<file path="config.mk">
export PLATFORM = sky130hd
export DESIGN_NAME = regfile
export DESIGN_NICKNAME = d
export VERILOG_FILES = /design/src/rtl/regfile_pkg.sv /design/src/rtl/regfile_read_mux.sv /design/src/rtl/regfile.sv
export SDC_FILE = /design/constraint.sdc
export NUM_CORES = 2
export LEC_CHECK = 0
export CAP_MARGIN = 15
export CORE_AREA = 5 5 385 387
export CTS_CLUSTER_DIAMETER = 200
export DETAILED_ROUTE_END_ITERATION = 10
export DIE_AREA = 0 0 390 392
export GPL_TIMING_DRIVEN = 1
export PLACE_DENSITY = 0.57
export SYNTH_ARGS = -nofsm -noshare
export SYNTH_HDL_FRONTEND = slang
export SYNTH_SLANG_ARGS = --single-unit
</file>
<file path="constraint.sdc">
create_clock -name clk -period 2.39 [get_ports clk]
set_input_delay 0.478 -clock clk [delete_from_list [all_inputs] [get_ports clk]]
set_output_delay 0.478 -clock clk [all_outputs]
set_load 0.03 [all_outputs]
</file>
<file path="src/rtl/regfile_pkg.sv">
// Shared CPU datapath constants and types for the general-purpose register file.
package regfile_pkg;

    localparam int REG_DATA_W = 32;
    localparam int REG_ADDR_W = 5;
    localparam int REG_COUNT  = 32;

    typedef logic [REG_ADDR_W-1:0] reg_addr_t;
    typedef logic [REG_DATA_W-1:0] word_t;

endpackage

</file>
<file path="src/rtl/regfile_read_mux.sv">
// NUM_REGS-to-1 combinational word selector used for each register-file read port.
module regfile_read_mux
    import regfile_pkg::*;
#(
    parameter int DATA_WIDTH = REG_DATA_W,
    parameter int ADDR_WIDTH = REG_ADDR_W,
    parameter int NUM_REGS   = REG_COUNT
) (
    input  logic [DATA_WIDTH-1:0] words [NUM_REGS],
    input  logic [ADDR_WIDTH-1:0] sel,
    output logic [DATA_WIDTH-1:0] y
);

    // Address space exactly covers the array, so no range guard is needed.
    assign y = words[sel];

endmodule

</file>
<file path="src/rtl/regfile.sv">
// 32x32 register file: two combinational read ports, one synchronous write port,
// synchronous active-high clear. No write-to-read bypass; forwarding lives in the datapath.
module regfile
    import regfile_pkg::*;
#(
    parameter int DATA_WIDTH = REG_DATA_W,
    parameter int ADDR_WIDTH = REG_ADDR_W,
    parameter int NUM_REGS   = REG_COUNT
) (
    input  logic                  clk,
    input  logic                  reset,
    input  logic                  RW,
    input  logic [ADDR_WIDTH-1:0] AA,
    input  logic [ADDR_WIDTH-1:0] BA,
    input  logic [ADDR_WIDTH-1:0] DA,
    input  logic [DATA_WIDTH-1:0] D_data,
    output logic [DATA_WIDTH-1:0] A_data,
    output logic [DATA_WIDTH-1:0] B_data
);

    logic [DATA_WIDTH-1:0] data [NUM_REGS];
    logic [NUM_REGS-1:0]   wr_en;

    // One-hot write decode; R0 is an ordinary register.
    generate
        for (genvar gi = 0; gi < NUM_REGS; gi++) begin : g_dec
            assign wr_en[gi] = RW && (DA == ADDR_WIDTH'(gi));
        end
    endgenerate

    // Reset wins over a coincident write.
    always_ff @(posedge clk) begin
        if (reset) begin
            for (int i = 0; i < NUM_REGS; i++) begin
                data[i] <= '0;
            end
        end else begin
            for (int i = 0; i < NUM_REGS; i++) begin
                if (wr_en[i]) begin
                    data[i] <= D_data;
                end
            end
        end
    end

    regfile_read_mux #(
        .DATA_WIDTH(DATA_WIDTH),
        .ADDR_WIDTH(ADDR_WIDTH),
        .NUM_REGS  (NUM_REGS)
    ) u_mux_a (
        .words(data),
        .sel  (AA),
        .y    (A_data)
    );

    regfile_read_mux #(
        .DATA_WIDTH(DATA_WIDTH),
        .ADDR_WIDTH(ADDR_WIDTH),
        .NUM_REGS  (NUM_REGS)
    ) u_mux_b (
        .words(data),
        .sel  (BA),
        .y    (B_data)
    );

endmodule

</file>
==> flow_summary.json <==
{
  "cap_violations": 0,
  "root_buffer": "clkbuf_16",
  "syn_inst": 6914,
  "crit_fanout": 3,
  "cts.sinks": 1024,
  "dr.pass1.iters": 7,
  "cp_data_arrival_time_ps": 2240,
  "fin_crit_sh": 1.136,
  "syn-cell-area_um2": 53070,
  "violations": "negative setup slack",
  "cp.required_ps": 1910,
  "die_h_um": 392,
  "fp-row-count": 140,
  "layout-drive-gt1-share": 0.2073,
  "coreArea_um2": 144500,
  "synth_xor_xnor_area_share": 0,
  "tightest_slew_ps": 677.3,
  "h-tree-depth": 3,
  "die_area_um2": 152900,
  "period_needed_ps": 2716,
  "grt_pass1_wl_mm": 342.3,
  "hold_class": "input port to register",
  "cts_tree": "yes",
  "setup_tns_ps": -13100,
  "crit_type": "register to output pin",
  "clock_skew_ps": 0,
  "hold_path.startpoint": "reset",
  "area_delta_synth_final_pct": 32.21,
  "hold-path-cell-count": 2,
  "largest_reg_flops": 1024,
  "grt_setup_unrepaired": "true",
  "slew_headroom": 0.5485,
  "nets": 7224,
  "dp_slack_ps": -1048,
  "clk_pin_slew_ps": 70,
  "ys_ff_latch": 1024,
  "yosysTopAreaCell": "dfxtp_1",
  "crit_start": "data[796]",
  "drc_errors": 0,
  "drv_slew": 0,
  "path_cells": "buf_6 > mux2i_2 > a22o_1 > nor3_2 > a31oi_4 > nand3_2 > buf_12",
  "fmax_mhz": 368.2,
  "outcome": "complete, but fails checks",
  "synthMuxAreaShare": 0.1931,
  "synthAdderAreaFrac": 0,
  "design_area_um2": 70170,
  "syn_nets": 6964,
  "antenna_found_initial": 5,
  "crit_path_top_delay_cell": "dfxtp_2",
  "overflow": 0,
  "reg2reg_to": "data[914]",
  "antenna_left": 0,
  "dpl_cell_area_um2": 61360,
  "place_inst": 8869,
  "dp.final_hpwl_mm": 146.8,
  "stdcell_count": 9183,
  "ys_seq_area_frac": 0.3862,
  "r2r_setup_slack_ps": 1670,
  "wl_mm": 236.2,
  "drt_iter0_drc": 6528,
  "hold_path_end": "data[861]",
  "place_congestion": 0.9316,
  "start_kind": "register",
  "timing.rr.start": "data[914]",
  "leakagePower_nw": 26.16,
  "power.density_nw_per_um2": 598.0,
  "worst_path_largest_cell_delay_ps": 340,
  "final_core_util": 0.4856,
  "routed_via_density": 5.853,
  "port_buffers": 113,
  "timing.hold.ws_ps": 83.11,
  "floorplan.initialDensity": 0.3673,
  "final_common_cell": "nand2_1",
  "die_w_um": 390,
  "final_cell_mix": "2241 x nand2_1, 1209 x a21oi_1, 950 x mux2i_1",
  "ios": 114,
  "synth.distinct_cells": 30,
  "synth_top_family_by_area": "simple AND/OR/NAND/NOR gates",
  "worstRegToRegCells": 3,
  "grt_pass1_vias": 50818,
  "ctsHoldBuffers": 0,
  "worstPathBufferInverterCount": 2,
  "track_usage": 0.2949,
  "synthTopCellsByArea": "dfxtp_1 39%, mux2i_1 19%, nand2_1 16%",
  "cts_inserted_buffers": 112,
  "cp_top_family": "compound AO/OA/AOI/OAI gates",
  "synth_top_area_frac": 0.3862,
  "top_register": "data",
  "irDropWorstVdd_mv": 0.6033,
  "synthSimpleGateAreaFrac": 0.1953,
  "final_hold_viol_count": 0,
  "grt_max_degree": 132,
  "yosysWarnings": 0,
  "power.total_mw": 41.96,
  "synth_compound_area_frac": 0.1705,
  "vias": 53749,
  "cts_buffer_depth": 3,
  "fin_ws_ps": -326.1,
  "crit_path_end_kind": "output pin",
  "clock_latency_ps": 710,
  "setup_viol": 64,
  "syn-mean-instance-area_um2": 7.676,
  "routedWlPerCell_um": 25.72,
  "top_regs": "data: 1024 flops"
}
## where the power goes
group          switching, mW  internal, mW
Sequential             0.100          17.2
Clock                   7.76          10.5
Combinational           3.74          2.66
## synth_stat cells, drive strengths merged
library cell,number
nand2,2277
nor4,5
a22oi,192
buf,270
nand4,1
or3,1
nor2b,6
clkbuf,395
dfxtp,1024
a31oi,64
a22o,128
and2,4
nand2b,9
or2,5
nand3,192
nor2,24
mux2i,1024
a21oi,1216
nor3,77
## area by class of cell
type	count	area, um2
sequential	1024	20720
tap	1917	2399
antenna	1	2.502
fill	13554	74340
clock buffer	161	3277
multi-input combinational	5225	32380
clock inverter	44	558.0
timing repair buffer	811	10830
## repair_timing
item | in CTS | in global routing
pin swaps | 192 | 139
resized for setup | 650 | 134
endpoints found under the setup margin | 64 | 64
gates cloned | 27 | 6
buffers inserted | 76 | 48
## cells by family (layout without fill, tap and decap cells)
group           count (synthesis)  in the layout
compound gates               1600           1600
buf+inv                       665           1016
flops                        1024           1024
mux                          1024           1024
other cells                     0              1
simple gates                 2601           2601
## worst max-delay path by stage
stage	end	cells past startpoint
2_1_floorplan	B_data[11]	8
3_3_place_gp	B_data[14]	10
3_5_place_dp	B_data[14]	10
4_1_cts	B_data[0]	8
5_1_grt	B_data[31]	8
6_report	B_data[28]	7
## routing by layer
metal	vias to the layer above	global-route usage	part of all wire
met3	799	0.05269	0.10
met1	25722	0.3877	0.40
met2	2995	0.4623	0.44
met4	2	0.1547	0.064
met5	-	0	0.000030
li1	24231	-	-
Power figures use the tool's default switching activity.
